[config.mk]
export PLATFORM = sky130hd
export DESIGN_NAME = copro_sysctl
export DESIGN_NICKNAME = d
export VERILOG_FILES = /design/src/rtl/copro_sysctl.sv
export SDC_FILE = /design/constraint.sdc
export NUM_CORES = 1
export LEC_CHECK = 0
export CAP_MARGIN = 20
export CORE_UTILIZATION = 39
export DETAILED_ROUTE_END_ITERATION = 7
export GPL_TIMING_DRIVEN = 0
export PLACE_DENSITY_LB_ADDON = 0.1
export SLEW_MARGIN = 20
export SYNTH_ARGS = -nofsm -noshare
export SYNTH_HDL_FRONTEND = slang
export SYNTH_SLANG_ARGS = --single-unit
[constraint.sdc]
create_clock -name clk_cpu -period 1.6 [get_ports clk_cpu]
set_input_delay 0.32 -clock clk_cpu [delete_from_list [all_inputs] [get_ports clk_cpu]]
set_output_delay 0.32 -clock clk_cpu [all_outputs]
set_load 0.01 [all_outputs]
[src/rtl/copro_sysctl.sv]
// rtl/copro_sysctl.sv - tube co-processor system controller: reset, boot overlay, decode, RAM wait states, IRQ sync
//
// Ports:
//   clk_cpu, rst_b          parasite clock, asynchronous active-low reset
//   clken_in                free-running CPU clock enable
//   ext_rst_b               tube parasite reset (level, active-low)
//   cpu_addr, cpu_rdnw      CPU bus address and direction (1 = read)
//   cpu_clken               gated clock enable to the CPU core (stalls on RAM)
//   cpu_rst_b               registered CPU reset, active-low
//   nmi_n_in, irq_n_in      raw interrupt sources, active-low
//   cpu_nmi_n, cpu_irq_n    interrupts sampled on cpu_clken
//   tube_cs_b, rom_cs_b, ram_cs_b   active-low selects
//   bootmode                boot ROM overlay active
//   tube_dout, rom_dout, ram_dout   read data sources
//   cpu_din                 CPU read data
//   ram_req, ram_we, ram_ack        external RAM handshake

module copro_sysctl #(
    parameter int          ADDR_W    = 16,
    parameter int          ROM_AW    = 11,
    parameter logic [23:0] TUBE_BASE = 24'h00FEF8,
    parameter int          RST_CNT_W = 9,
    parameter int          NIRQ      = 1,
    parameter int          RAM_HS    = 1
) (
    input  logic              clk_cpu,
    input  logic              rst_b,
    input  logic              clken_in,
    input  logic              ext_rst_b,
    input  logic [ADDR_W-1:0] cpu_addr,
    input  logic              cpu_rdnw,
    output logic              cpu_clken,
    output logic              cpu_rst_b,
    input  logic              nmi_n_in,
    input  logic [NIRQ-1:0]   irq_n_in,
    output logic              cpu_nmi_n,
    output logic              cpu_irq_n,
    output logic              tube_cs_b,
    output logic              rom_cs_b,
    output logic              ram_cs_b,
    output logic              bootmode,
    input  logic [7:0]        tube_dout,
    input  logic [7:0]        rom_dout,
    input  logic [7:0]        ram_dout,
    output logic [7:0]        cpu_din,
    output logic              ram_req,
    output logic              ram_we,
    input  logic              ram_ack
);

    logic [RST_CNT_W-1:0] rst_cnt;
    logic                 tube_hit;
    logic                 rom_hit;
    logic                 ram_hit;
    logic                 upper_zero;
    logic                 clken_g;
    logic [7:0]           ram_data;
    logic                 unused_addr;

    // Low address bits only matter to the selected device, not to the decode.
    assign unused_addr = ^cpu_addr[ROM_AW-1:0];

    // Power-up counter: runs until its MSB sets and then parks there, so an
    // ext_rst_b pulse later on releases the CPU on the very next clock.
    always_ff @(posedge clk_cpu or negedge rst_b) begin
        if (!rst_b) begin
            rst_cnt   <= '0;
            cpu_rst_b <= 1'b0;
        end else begin
            if (!rst_cnt[RST_CNT_W-1]) begin
                rst_cnt <= rst_cnt + 1'b1;
            end
            cpu_rst_b <= ext_rst_b & rst_cnt[RST_CNT_W-1];
        end
    end

    // The ROM lives in bank 0 only; 24-bit parasites see RAM above it.
    generate
        if (ADDR_W > 16) begin : g_upper
            assign upper_zero = ~|cpu_addr[ADDR_W-1:16];
        end else begin : g_no_upper
            assign upper_zero = 1'b1;
        end
    endgenerate

    assign tube_hit = (cpu_addr[ADDR_W-1:3] == TUBE_BASE[ADDR_W-1:3]);
    // Only reads see the overlay; writes in the ROM window fall through to RAM.
    assign rom_hit  = bootmode & cpu_rdnw & (&cpu_addr[15:ROM_AW]) & upper_zero & ~tube_hit;
    assign ram_hit  = ~tube_hit & ~rom_hit;

    assign tube_cs_b = ~(tube_hit & cpu_clken);
    assign rom_cs_b  = ~rom_hit;
    assign ram_cs_b  = ~ram_hit;
    assign cpu_clken = clken_g;

    always_comb begin
        cpu_din = ram_data;
        if (tube_hit) begin
            cpu_din = tube_dout;
        end else if (rom_hit) begin
            cpu_din = rom_dout;
        end
    end

    // The first completed tube access means the client has taken over and the
    // boot ROM is no longer needed; only a reset brings the overlay back.
    always_ff @(posedge clk_cpu or negedge rst_b) begin
        if (!rst_b) begin
            bootmode <= 1'b1;
        end else if (!cpu_rst_b) begin
            bootmode <= 1'b1;
        end else if (tube_hit && clken_g) begin
            bootmode <= 1'b0;
        end
    end

    // Interrupts are sampled with the CPU enable so they freeze while stalled.
    always_ff @(posedge clk_cpu or negedge rst_b) begin
        if (!rst_b) begin
            cpu_nmi_n <= 1'b1;
            cpu_irq_n <= 1'b1;
        end else if (!cpu_rst_b) begin
            cpu_nmi_n <= 1'b1;
            cpu_irq_n <= 1'b1;
        end else if (clken_g) begin
            cpu_nmi_n <= nmi_n_in;
            cpu_irq_n <= &irq_n_in;
        end
    end

    generate
        if (RAM_HS != 0) begin : g_hs
            typedef enum logic [1:0] {
                S_IDLE = 2'd0,
                S_REQ  = 2'd1,
                S_DONE = 2'd2
            } state_t;

            state_t     state;
            logic       req_q;
            logic [7:0] rdata;

            always_ff @(posedge clk_cpu or negedge rst_b) begin
                if (!rst_b) begin
                    state <= S_IDLE;
                    req_q <= 1'b0;
                    rdata <= 8'h00;
                end else if (!cpu_rst_b) begin
                    // Abandon any outstanding request; a late ack lands in IDLE
                    // and is ignored there.
                    state <= S_IDLE;
                    req_q <= 1'b0;
                end else begin
                    case (state)
                        S_IDLE: begin
                            if (clken_in && ram_hit) begin
                                state <= S_REQ;
                                req_q <= 1'b1;
                            end
                        end
                        S_REQ: begin
                            if (ram_ack) begin
                                rdata <= ram_dout;
                                state <= S_DONE;
                                req_q <= 1'b0;
                            end
                        end
                        S_DONE: begin
                            if (clken_in) begin
                                state <= S_IDLE;
                            end
                        end
                        default: begin
                            state <= S_IDLE;
                            req_q <= 1'b0;
                        end
                    endcase
                end
            end

            // The RAM cycle is held off until DONE, where the next free-running
            // enable completes it with the latched data on cpu_din.
            always_comb begin
                clken_g = 1'b0;
                case (state)
                    S_IDLE:  clken_g = clken_in & ~ram_hit;
                    S_REQ:   clken_g = 1'b0;
                    S_DONE:  clken_g = clken_in;
                    default: clken_g = 1'b0;
                endcase
            end

            assign ram_req  = req_q;
            assign ram_we   = req_q & ~cpu_rdnw;
            assign ram_data = rdata;
        end else begin : g_zero_wait
            logic unused_ack;

            assign unused_ack = ram_ack;
            assign clken_g    = clken_in;
            assign ram_req    = ram_hit & clken_in;
            assign ram_we     = ram_hit & clken_in & ~cpu_rdnw;
            assign ram_data   = ram_dout;
        end
    endgenerate

endmodule

==> run_results.csv <==
group,metric,value,unit
sta,max_freq,501,MHz
layout,final_cell_mix,"clkdlybuf4s50_1, dfrtp_1, buf_4, buf_2",
logic_synthesis,async_reset_ff_share,100,%
floorplan,die_area,0.00351,mm²
logic_synthesis,synth.net_count,157,
clock_network,clk_latency,0.31,ns
setup_path,reg2reg_from,"cpu_rst_b",
power_and_ir_drop,p_clk_share,35.6,%
drt,ant_nets,0,
layout,fill_cells,240,
global_route,grt_overflow_total,0,
floorplan,io_pins,66,
logic_synthesis,synth-main-ff-cell,"dfrtp_1",
power_and_ir_drop,p_total,1.22,mW
hold_path,hold_class,"register to register",
drt,drt_first_pass_iters,4,
global_route,antenna_found_initial,0,
hold_path,holdPathEnd,"rst_cnt[7]",
layout,nNetsFinal,247,
drt,vias_per_cell,5.03,
power_and_ir_drop,p_sw_share,20.2,%
place,place_inst,214,
floorplan,die_w,59.3,µm
power_and_ir_drop,intPower,972,µW
sta,worst_slack,-0.394,ns
floorplan,die_h,59.3,µm
setup_path,path_max_fanout,4,
sta,fin_setup_tns,-3.66,ns
setup_path,cp.required,1.28,ns
drt,routed_wirelength,3.73,mm
logic_synthesis,synthCells,108,
run_status,violations,"negative setup slack",
setup_path,crit_arrival,1.67,ns
setup_path,rr_endpoint,"ram_req",
logic_synthesis,synthesis.area,0.00128,mm²
floorplan,row_count,20,
layout,layout_commonest_cell,"clkdlybuf4s50_1",
sta,relSlewSlack,64.6,%
layout,stdcell_area,0.00223,mm²
global_route,grt_pass1_vias,1228,
place,portBuffers,62,
drt,wl_per_cell,15.5,µm
clock_network,cts-buffers-inserted,3,
power_and_ir_drop,peakVddDrop,0.370,mV
layout,utilization,72.4,%
sta,fin_skew,0.00454,ns
place,dpl.hpwl,2.27,mm
logic_synthesis,yosysWarnings,0,
place,dp_slack,-1.08,ns
logic_synthesis,synth-edff-count,0,
clock_network,clkSlewWorstSetupHoldPaths,0.13,ns
setup_path,crit_type,"register to output pin",
layout,drive_above_1_share,39.6,%
clock_network,cts-root-buf,"clkbuf_4",
clock_network,clock_path_buffers,2,
hold_path,min_path_cells,1,
layout,fin_cells,241,
global_route,grt_pass1_wl,5.38,mm
sta,tightest_slew,0.531,ns
run_status,status,"finished with violations",
power_and_ir_drop,pwr-share-seq,49.9,%
setup_path,ff2ff_path_depth,5,
logic_synthesis,avgSynthCellArea,11.8,µm²
drt,first_iter_violations,48,
sta,fin_crit,1.99,ns
power_and_ir_drop,power.leakage,1.10,nW
floorplan,initial_utilization,41.5,%
clock_network,cts_max_level,1,
layout,diodes,0,
sta,grt_setup_unrepaired,"yes",
layout,layout-area-overhead-vs-synth,74.2,%
setup_path,reg2reg_slack,0.09,ns
drt,via_count,1212,
sta,final_max_slew_viol_count,0,
place,placed_area,0.00195,mm²
setup_path,cp-end-kind,"output pin",
clock_network,clock_sinks,24,
drt,drc_errors,0,
floorplan,core_area,0.00308,mm²
logic_synthesis,synth-seq-area-share,47.3,%
global_route,grt_start_max_net_pins,25,
logic_synthesis,synth.distinct_cells,35,
sta,finalHoldViolCount,0,
global_route,grt_usage,20.5,%
flow_run,max-cap-violations,0,
power_and_ir_drop,p_switching,246,µW
hold_path,hp-start,"rst_cnt[7]",
sta,period_share,125,%
clock_network,tritoncts,"yes",
power_and_ir_drop,pwr-share-comb,14.6,%
logic_synthesis,synth_seq_cells,24,
place,place.gp.congestion,0.778,
sta,whs,0.495,ns
sta,setup_violations,12,
setup_path,cp-start-kind,"register",
power_and_ir_drop,power.density,547,mW/mm²
## flip-flops by register name, summed over array words and instances (netlist names)
register / flops
cpu_irq_n: 1
bootmode: 1
rst_cnt: 9
ram_req: 1
cpu_rst_b: 1
g_hs.state: 2
cpu_nmi_n: 1
g_hs.rdata: 8
## power by group through the flow
stage / Clock (mW) / Sequential [mW] / Combinational [mW]
2_1_floorplan: 0 / 0.618 / 0.0245
3_3_place_gp: 0 / 0.618 / 0.153
3_5_place_dp: 0 / 0.618 / 0.155
4_1_cts: 0.450 / 0.607 / 0.168
5_1_grt: 0.466 / 0.607 / 0.189
6_report: 0.433 / 0.607 / 0.178
## worst max-delay path: stages, from the launching register on
cell and delay, ns:
dfstp_2 0.58, nand2_4 0.07, o21ai_4 0.10, nand2_2 0.14, a221o_1 0.33, buf_2 0.14
## cell usage after synthesis, types with 3 or more instances
library cell | count | area share [%]
nor2_1 | 5 | 1.5
and2_1 | 9 | 4.4
xnor2_1 | 5 | 3.4
nand2_1 | 5 | 1.5
dfrtp_1 | 21 | 41
dfstp_2 | 3 | 6.2
nor2b_1 | 3 | 1.5
mux2_2 | 9 | 7.9
and3_1 | 3 | 1.5
nand2_2 | 3 | 1.5
inv_1 | 5 | 1.5
a221o_1 | 8 | 6.3
## per-layer routing
metal,vias up,part of all wire [%],GRT usage (%)
met3,4,6.1,3.71
met1,585,38,24.1
met5,-,0,0
met4,0,1.1,8.84
li1,575,-,-
met2,48,54,36.4
## kinds of logic after synthesis
family                     after synthesis  share of synthesized area [%]
and+or+nand+nor                         42                           24.5
AOI/OAI and AO/OA                       19                           12.8
adders and majority gates                1                          0.978
DFF                                     24                           47.3
muxes                                    9                           7.93
buffers and inverters                    6                           1.76
xor gates and xnor gates                 7                           4.79
## worst max-delay path by stage
stage	start	end	slack, ns	depth (start not counted)
detailed placement	cpu_addr[15]	cpu_din[6]	-1.08	6
floorplan	bootmode	cpu_din[0]	0.02	4
finish	bootmode	cpu_din[0]	-0.39	5
global placement	cpu_addr[15]	cpu_din[7]	-1.03	6
CTS	bootmode	cpu_din[6]	-0.49	6
global route	bootmode	cpu_din[6]	-0.43	6
## final cells by class
cell class	count	area [µm²]	area share, %
Buffer	1	3.75	0.169
Clock buffer	3	22.5	1.01
Clock inverter	1	30.0	1.35
Inverter	5	18.8	0.843
Multi-Input combinational cell	79	741	33.3
Sequential cell	24	606	27.2
Tap cell	44	55.1	2.47
Timing Repair Buffer	84	751	33.7
## repair_timing
item                                    4_1_cts  5_1_grt
endpoints found under the setup margin       17       15
gates resized for setup                     111        6
gates cloned                                  0        1
buffers inserted                             17        4
endpoints found under the hold margin         0       12
hold buffers                                  0        1
pin swaps                                    11       14
Power figures use the tool's default switching activity.
==> RTL edit, RTL diff (same flow settings) <==
Encoding of `state_t`: now one-hot (3 bits for 3 states).
--- a/src/rtl/copro_sysctl.sv
+++ b/src/rtl/copro_sysctl.sv
@@ -130,10 +130,10 @@
 
     generate
         if (RAM_HS != 0) begin : g_hs
-            typedef enum logic [1:0] {
-                S_IDLE = 2'd0,
-                S_REQ  = 2'd1,
-                S_DONE = 2'd2
+            typedef enum logic [2:0] {
+                S_IDLE = 3'b001,
+                S_REQ  = 3'b010,
+                S_DONE = 3'b100
             } state_t;
 
             state_t     state;
Behaviour: same outputs for any inputs over 10 cycles, from zero or initial values and one cycle with rst_b low; not proved beyond that.
==> RTL edit against the unedited design <==
- the flow finishes with violations (negative hold slack, negative setup slack)
- wire length is 11% higher
- setup slack got worse by 0.061 ns
- total power is 9.5% lower
- clock power shrank 34%
- core utilization decreased by 2.7 points
- critical path type is now in -> out
- first-iteration DRC count is 15% lower
- hold slack lost 0.51 ns
- largest power group unchanged
- synthesized area is 10% higher
- final area rose by 6.9%
- die area grew 10%
- fmax is 3.0% lower
- sequential cell count increased by 1
- largest cell class is now multi-input gates
- final cell count is 10% higher
==> RTL edit: results (changes against the unedited design) <==
synthTopCellsByCount: "dfrtp_1 (21), and2_1 (9), mux2_2 (9)"
crit_path_end: "cpu_din[5]"
setup_slack_ns: -0.455  # -0.0607 ns
synth-compound-area-share: 0.157  # +0.0286
hold_viol: 21  # +21
seq_share: 0.265  # -0.00706
p_leak_nw: 1.09  # -0.86%
grt_usage: 0.221  # +0.0157
drive_gt1_frac: 0.402  # +0.00589
num-fill-cells: 257  # +7.1%
failed_checks: "negative hold slack, negative setup slack"
place_area_sq_um: 2090  # +7.0%
setup_viol: 14  # +2
status: "finished with violations"
drt-met1-wl_um: 1680  # +18%
wirelength_um: 4130  # +11%
ys_seq_area_frac: 0.446  # -0.0262
nNetsFinal: 269  # +8.9%
vias_per_cell: 5.10  # +1.4%
hold_ws_ns: -0.0201  # -0.515 ns
reg2reg_slack_ns: -0.17  # -0.26 ns
syn_avg_cell_area_sq_um: 11.2  # -5.3%
clkCellAreaFrac: 0.0116  # -0.0120
reg_top3: "rst_cnt: 9 flops, g_hs.rdata: 8 flops, g_hs.state: 3 flops"
nNonClkInverters: 7  # +2
hpwl_um: 2510  # +11%
dp_cells: 234  # +9.3%
[RTL edit: changes by cell type after synthesis, sizes merged, moves of 2 or more]
| cell | change |
|---|---|
| inv | +2 |
| o221ai | -2 |
| o211ai | +2 |
| nor2b | +2 |
| o21ai | +4 |
| o211a | +2 |
| a31o | -2 |
| and3 | -3 |
| nand2 | -2 |
| nor3 | +2 |
| buf | +2 |
| nand4 | +4 |
| a31oi | +2 |
[RTL edit: logic make-up after synthesis]
kind of cell | Yosys count
and+or+nand+nor | 46
DFF | 25
muxes | 9
xor gates and xnor gates | 7
adders and majority gates | 1
AOI/OAI and AO/OA | 28
buffers and inverters | 10
[RTL edit: what timing repair did]
action | in CTS | in global routing
cloned | 2 | 0
gates resized for setup | 106 | 14
pin swaps | 18 | 6
endpoints found under the setup margin | 28 | 16
buffers inserted | 21 | 5
[RTL edit: where the power goes]
group	switching [W]	internal, W
combinational	0.0000715	0.000112
clock	0.000192	0.0000934
sequential	0	0.000633
total	0.000263	0.000838
